File: config.mk
export PLATFORM = sky130hd
export DESIGN_NAME = iterative_alu
export DESIGN_NICKNAME = d
export VERILOG_FILES = /design/src/rtl/alu_pkg.sv /design/src/rtl/alu_muldiv.sv /design/src/rtl/iterative_alu.sv
export SDC_FILE = /design/constraint.sdc
export NUM_CORES = 1
export LEC_CHECK = 0
export ABC_AREA = 1
export BUFFER_PORTS_ARGS = -buffer_cell sky130_fd_sc_hd__buf_2
export CORE_UTILIZATION = 45
export CTS_BUF_LIST = sky130_fd_sc_hd__clkbuf_4 sky130_fd_sc_hd__clkbuf_8
export DETAILED_ROUTE_END_ITERATION = 12
export PLACE_DENSITY = 0.6
export REMOVE_ABC_BUFFERS = 1
export SKIP_LAST_GASP = 1
export SLEW_MARGIN = 20
export SYNTH_ARGS = -nofsm -noshare
export SYNTH_HDL_FRONTEND = slang
export SYNTH_SLANG_ARGS = --single-unit
File: constraint.sdc
create_clock -name clk -period 3.72 [get_ports clk]
set_input_delay 0.372 -clock clk [delete_from_list [all_inputs] [get_ports clk]]
set_output_delay 0.372 -clock clk [all_outputs]
set_load 0.05 [all_outputs]
File: src/rtl/alu_pkg.sv
// Shared opcode/state types for iterative_alu.
// ALU_DIV_EN makes DIVU (4'b1111) a multi-cycle op; otherwise it is undecoded.
package alu_pkg;

  typedef enum logic [3:0] {
    OpAdd  = 4'b0000,
    OpSll  = 4'b0001,
    OpSlt  = 4'b0010,
    OpSltu = 4'b0011,
    OpXor  = 4'b0100,
    OpSrl  = 4'b0101,
    OpOr   = 4'b0110,
    OpAnd  = 4'b0111,
    OpSub  = 4'b1000,
    OpSra  = 4'b1101,
    OpMul  = 4'b1110,
    OpDivu = 4'b1111
  } alu_op_t;

  typedef enum logic [1:0] {
    StIdle = 2'd0,
    StBusy = 2'd1,
    StDone = 2'd2
  } alu_state_t;

  function automatic logic is_multicycle(input logic [3:0] op);
    logic multi;
    multi = (op == OpMul);
`ifdef ALU_DIV_EN
    if (op == OpDivu) multi = 1'b1;
`endif
    return multi;
  endfunction

endpackage

File: src/rtl/alu_muldiv.sv
// WIDTH-iteration shift-add multiplier and (with ALU_DIV_EN) restoring divider.
// done is high during the last iteration cycle; result is that iteration's outcome.
module alu_muldiv
  import alu_pkg::*;
#(
  parameter int unsigned WIDTH = 32
) (
  input  logic             clk,
  input  logic             rst,
  input  logic             start,
`ifdef ALU_DIV_EN
  input  logic             is_div,
`endif
  input  logic [WIDTH-1:0] a,
  input  logic [WIDTH-1:0] b,
  output logic             done,
  output logic [WIDTH-1:0] result
);

  localparam int unsigned CntW = $clog2(WIDTH);

  logic             busy_q;
  logic [CntW-1:0]  cnt_q;
  // mul: x = shifted multiplicand, y = shifted multiplier, acc = product
  // div: x = dividend shifting into quotient, y = divisor, acc = remainder
  logic [WIDTH-1:0] x_q, x_d;
  logic [WIDTH-1:0] y_q, y_d;
  logic [WIDTH-1:0] acc_q, acc_d;
`ifdef ALU_DIV_EN
  logic             div_q;
  logic [WIDTH:0]   rem_shift;
  logic [WIDTH:0]   diff;
`endif

  assign done = busy_q && (cnt_q == CntW'(WIDTH - 1));

  always_comb begin
    x_d   = x_q;
    y_d   = y_q;
    acc_d = acc_q;
`ifdef ALU_DIV_EN
    rem_shift = {acc_q, x_q[WIDTH-1]};
    diff      = rem_shift - {1'b0, y_q};
    if (div_q) begin
      // A zero divisor never underflows, so the quotient fills with ones.
      if (!diff[WIDTH]) begin
        acc_d = diff[WIDTH-1:0];
        x_d   = {x_q[WIDTH-2:0], 1'b1};
      end else begin
        acc_d = rem_shift[WIDTH-1:0];
        x_d   = {x_q[WIDTH-2:0], 1'b0};
      end
    end else
`endif
    begin
      if (y_q[0]) acc_d = acc_q + x_q;
      x_d = x_q << 1;
      y_d = y_q >> 1;
    end
  end

`ifdef ALU_DIV_EN
  assign result = div_q ? x_d : acc_d;
`else
  assign result = acc_d;
`endif

  always_ff @(posedge clk) begin
    if (rst) begin
      busy_q <= 1'b0;
      cnt_q  <= '0;
      x_q    <= '0;
      y_q    <= '0;
      acc_q  <= '0;
`ifdef ALU_DIV_EN
      div_q  <= 1'b0;
`endif
    end else if (start) begin
      busy_q <= 1'b1;
      cnt_q  <= '0;
      x_q    <= a;
      y_q    <= b;
      acc_q  <= '0;
`ifdef ALU_DIV_EN
      div_q  <= is_div;
`endif
    end else if (busy_q) begin
      x_q   <= x_d;
      y_q   <= y_d;
      acc_q <= acc_d;
      if (done) begin
        busy_q <= 1'b0;
        cnt_q  <= '0;
      end else begin
        cnt_q <= cnt_q + 1'b1;
      end
    end
  end

endmodule

File: src/rtl/iterative_alu.sv
// RV32-style ALU with valid/ready handshakes; MUL (and DIVU under ALU_DIV_EN)
// run iteratively in alu_muldiv, everything else completes in one cycle.
module iterative_alu
  import alu_pkg::*;
#(
  parameter int unsigned WIDTH = 32
) (
  input  logic             clk,
  input  logic             rst,
  input  logic             in_valid,
  output logic             in_ready,
  input  logic [WIDTH-1:0] A,
  input  logic [WIDTH-1:0] B,
  input  logic [3:0]       ALUOp,
  output logic             out_valid,
  input  logic             out_ready,
  output logic [WIDTH-1:0] ALURes,
  output logic             zero
);

  localparam int unsigned ShW = $clog2(WIDTH);

  alu_state_t       state_q, state_d;
  logic [WIDTH-1:0] res_q, res_d;
  logic             zero_q, zero_d;
  logic [WIDTH-1:0] simple_res;
  logic [ShW-1:0]   shamt;
  logic             accept;
  logic             md_start;
  logic             md_done;
  logic [WIDTH-1:0] md_result;

  assign in_ready  = (state_q == StIdle);
  assign out_valid = (state_q == StDone);
  assign ALURes    = res_q;
  assign zero      = zero_q;
  assign accept    = in_valid && in_ready;
  assign md_start  = accept && is_multicycle(ALUOp);
  assign shamt     = B[ShW-1:0];

  always_comb begin
    simple_res = '0;
    case (ALUOp)
      OpAdd:   simple_res = A + B;
      OpSub:   simple_res = A - B;
      OpSll:   simple_res = A << shamt;
      OpSlt:   simple_res = {{(WIDTH-1){1'b0}}, ($signed(A) < $signed(B))};
      OpSltu:  simple_res = {{(WIDTH-1){1'b0}}, (A < B)};
      OpXor:   simple_res = A ^ B;
      OpSrl:   simple_res = A >> shamt;
      OpSra:   simple_res = $unsigned($signed(A) >>> shamt);
      OpOr:    simple_res = A | B;
      OpAnd:   simple_res = A & B;
      default: simple_res = '0;
    endcase
  end

  always_comb begin
    state_d = state_q;
    res_d   = res_q;
    zero_d  = zero_q;
    unique case (state_q)
      StIdle: begin
        if (accept) begin
          if (is_multicycle(ALUOp)) begin
            state_d = StBusy;
          end else begin
            state_d = StDone;
            res_d   = simple_res;
            zero_d  = (simple_res == '0);
          end
        end
      end
      StBusy: begin
        if (md_done) begin
          state_d = StDone;
          res_d   = md_result;
          zero_d  = (md_result == '0);
        end
      end
      StDone: begin
        if (out_ready) begin
          state_d = StIdle;
          zero_d  = 1'b0;
        end
      end
      default: state_d = StIdle;
    endcase
  end

  always_ff @(posedge clk) begin
    if (rst) begin
      state_q <= StIdle;
      res_q   <= '0;
      zero_q  <= 1'b0;
    end else begin
      state_q <= state_d;
      res_q   <= res_d;
      zero_q  <= zero_d;
    end
  end

  alu_muldiv #(
    .WIDTH (WIDTH)
  ) u_muldiv (
    .clk    (clk),
    .rst    (rst),
    .start  (md_start),
`ifdef ALU_DIV_EN
    .is_div (ALUOp == OpDivu),
`endif
    .a      (A),
    .b      (B),
    .done   (md_done),
    .result (md_result)
  );

endmodule

==> results summary <==
The flow ran to the end, and the final reports show no timing, DRC or antenna violations. Setup repair after global routing left no endpoint under its margin. The clock share of power came out at 0.207. The actual slew at the worst max-slew pin came out at 0.995 ns. For met3 alone, demand over resource in global routing was 0.0930. The areal power density over the cells is 328 mW/mm². In this run the vertical extent of the chip is 202 µm. The wire-length estimate of the detail-placed layout is 73,100 µm. The share of synthesized area in the top cell type comes to 0.208. No sink is reached through more buffers than the 2 on the longest clock path. The area of all placed cells without fillers came out at 0.0199 mm². The share of the core filled with cells in the final layout came out at 0.508. The detailed router placed 23,835 vias in this run. The number of enable-type register cells in the synthesized netlist came out at 0.

The post-CTS clock slew at the launch and capture registers of the worst setup and hold paths is 0.09 ns. The total iterations of the first detailed-routing run came out at 7. The fraction of registers with async set or reset after synthesis came out at 0. The most numerous cell type found on the critical path is nand2_1.

The worst-path cell with the longest stage delay is fa_1. The core area came out at 0.0391 mm². The commonest cells after synthesis are nand2_1 (998), nand3_1 (539), inv_1 (355), nor2_1 (296), a21oi_1 (215). Data arrives at the worst endpoint at 3.92 ns. Walking the worst path, the cells encountered are ha_1 -> inv_1 -> fa_1 -> inv_1 -> nand3_1 -> nand2_1 -> nand2_1 -> nand2_1 -> nand2_1 -> nand2_1 -> nand2_1 -> nand3_1 -> nand3_1 -> nor2_1 -> nand4_1 -> nor2_1 -> nand4_1 -> nand3_1 -> nand2_1 -> inv_1. The total net switching power came out at 0.00336 W. Of the total power, the share spent switching nets is 0.516. The clock period minus final worst setup slack came out at 3.41 ns. The first routing iteration left 3,101 violations. The share of the clock period used by the worst path after layout came out at 0.918. Measured along the x axis, the die boundary spans 202 µm. The largest vdd supply drop came out at 0.000440 V.

The number of different library cells used by synthesis comes to 51. The worst-case reg-to-reg path depth came out at 20. The number of failing setup endpoints in the final timing report is 0. The detail route stage leaves a number of antenna-violating nets equal to 0. For this configuration, the core starts out at a cell density of 0.461.

The synthesized design spends more area on one cell type than any other, namely nand2_1. Yosys attributes the largest share of cell area to nand2_1 (21%), dfxtp_1 (15%), nand3_1 (15%). STA classifies the critical path endpoint as a register. The most used flip-flop cell after synthesis is dfxtp_1. The critical path in this run is classified as reg2reg. Counting every sink on the clock net gives 137. STA classifies the critical path startpoint as a register. The internal portion of the total power is 0.00315 W. The per-cell via count in the routed design is 6.09. The startpoint of the worst hold path is B[11]. The worst reg-to-reg setup slack is 0.31 ns. The total of flip-flops plus latches after synthesis came out at 137. The share of total power in combinational logic is 0.527.

The first global-routing pass estimated 136,000 µm of wire. Clock skew on the completed layout was measured at 0.0136 ns. The final layout contains routed wiring with a total length of 91,800 µm. The largest net degree at the start of global routing came out at 73. Of the synthesized area, sequential elements account for 0.152. The mean instance size in the synthesized netlist came out at 5.48 µm².

The cell with the most instances after synthesis is nand2_1. The number of antenna violations at the first check in global routing came to 2. The cell depth of the worst hold path came out at 3. The number of global-route vias before repair came out at 22,060.

Relative to the synthesized area, the layout overhead comes to 10.2%. The final layout contains 3,593 nets. The post-cts resize count came out at 0. After clock tree synthesis, the setup repair step added 0 buffers. The final hold violation count is 0.

The number of hold buffers added after cts is 0. The final count of pins violating max slew was 0. The area enclosed by the die boundary came out at 0.0409 mm².

The detailed-route DRC error count is 0. In this run the worst hold path is classified as in2reg. The peak fanout along the critical path is 4.

The number of top-level pins is 107. The total grt overflow came out at 0. The floorplan has 72 rows. The routed wire length per instance came out at 23.5 µm. Once placement finished, the instance area stood at 0.0195 mm². The global routing usage on met2 came out at 0.703. Clock tree synthesis inserted a total of 17 buffers. After global routing, the most crowded layer is met2. The worst hold path terminates at u_muldiv.y_q[11]. The clock tree from TritonCTS is done.

The tightest slew margin relative to the limit is 0.334. The max-cap violation count came out at 0. The combined area of all synthesized cells is 0.0180 mm².

The clock insertion delay at the later pin of the skew report is 0.56 ns. The leakage power is 10.2 nW. The share of total power dissipated in sequential elements is 0.266. The global placement routability congestion is 1.12. The total number of H-tree levels came out at 4. Based on the critical path, the design can be clocked at up to 0.293 GHz. The total of buffers placed on input and output ports is 106. The launch instance of the worst register-to-register path is u_muldiv.acc_q[0]. The share of layout cells above drive strength 1 came out at 0.0946.

In the global route stage, met1 resource usage came out at 0.550. The required time of the critical path is 4.23 ns. For this run, the total global-route usage over all layers was measured as 0.443. For this run, the slowest stage of the critical path takes 0.42 ns. Yosys printed 0 warnings. The synthesized instance count came out at 3,291. In this run the critical register-to-register path is captured at zero. The root buffer cell chosen for the clock tree is clkbuf_8.
==> cell type report <==
type / instances / area [µm²]
Clock buffer: 20 / 263
Sequential cell: 137 / 2750
Timing Repair Buffer: 229 / 1520
Clock inverter: 12 / 140
Multi-Input combinational cell: 2619 / 13100
Inverter: 377 / 1420
Tap cell: 518 / 648
Fill cell: 4277 / 19200
Antenna cell: 1 / 2.50
==> critical path, delay by kind of cell, from the launching register on <==
family | cells | cell delay (ns)
buffers and inverters | 3 | 0.24
and+or+nand+nor | 15 | 2.15
DFF | 1 | 0.38
adders and majority gates | 2 | 0.62
==> cells in the final DEF, fill, tap and decap left out, types with 14 or more instances in the layout <==
cell	n
o22ai_1	16
buf_2	105
o21bai_1	14
o211ai_1	49
nor3_1	31
nand4_1	36
nor2_1	294
nand3b_1	18
buf_4	119
nand3_1	539
a31oi_1	38
inv_2	17
a21oi_1	215
nand2_2	14
clkbuf_8	18
dfxtp_1	136
ha_1	137
o21ai_0	128
nand2_1	998
inv_1	354
==> cell families (layout without fill, tap and decap cells) <==
logic type / count (synthesis) / in the layout / synth area share
xor gates and xnor gates: 7 / 7 / 0.00340
other: 0 / 1 / 0
DFF: 137 / 137 / 0.152
adders and majority gates: 140 / 140 / 0.0984
and+or+nand+nor: 1968 / 1968 / 0.468
muxes: 1 / 1 / 0.000555
buffers and inverters: 535 / 638 / 0.120
AOI/OAI and AO/OA: 503 / 503 / 0.158
==> power groups by stage <==
| stage | Sequential [W] | Combinational (W) | Clock [W] |
|---|---|---|---|
| 2_1_floorplan | 0.00213 | 0.00163 | 0 |
| 4_1_cts | 0.00173 | 0.00332 | 0.00136 |
| 3_3_place_gp | 0.00175 | 0.00329 | 0 |
| 5_1_grt | 0.00175 | 0.00364 | 0.00141 |
| 6_report | 0.00173 | 0.00344 | 0.00135 |
| 3_5_place_dp | 0.00176 | 0.00331 | 0 |
==> state kept, by name (all words and copies together) (netlist names) <==
name             flops
u_muldiv.cnt_q       5
zero                 1
state_q              2
ALURes              32
u_muldiv.busy_q      1
u_muldiv.y_q        32
u_muldiv.acc_q      32
u_muldiv.x_q        32
==> per-stage QoR <==
| stage | hold slack [ns] | std cells | setup TNS [ns] | worst slack, ns | total power (W) |
|---|---|---|---|---|---|
| final | 0.115 | 3913 | 0 | 0.306 | 0.00652 |
| after global routing | 0.104 | 3912 | 0 | 0.0762 | 0.00679 |
| after CTS | 0.0905 | 3912 | 0 | 0.428 | 0.00641 |
| after detailed placement | 0.453 | 3880 | 0 | 0.0735 | 0.00507 |
| after global placement | 0.448 | 3880 | 0 | 0.0270 | 0.00504 |
| after floorplan | 0.435 | 3133 | -55.58 | -0.719 | 0.00376 |
==> worst max-delay path by stage <==
stage / endpoint / slack, ns / cells past startpoint / startpoint
floorplan: u_muldiv.acc_q[11] / -0.72 / 9 / state_q[0]
global placement: zero / 0.03 / 19 / A[24]
detailed placement: zero / 0.07 / 19 / A[24]
CTS: zero / 0.43 / 20 / u_muldiv.acc_q[0]
global route: zero / 0.08 / 20 / u_muldiv.acc_q[0]
finish: zero / 0.31 / 20 / u_muldiv.acc_q[0]
==> per-layer routing <==
layer | part of all wire | vias up
met3 | 0.11 | 330
met1 | 0.38 | 10927
met5 | 0 | -
met2 | 0.44 | 1574
li1 | - | 11004
met4 | 0.070 | 0
Note: power is estimated with default switching activity, not from simulation.
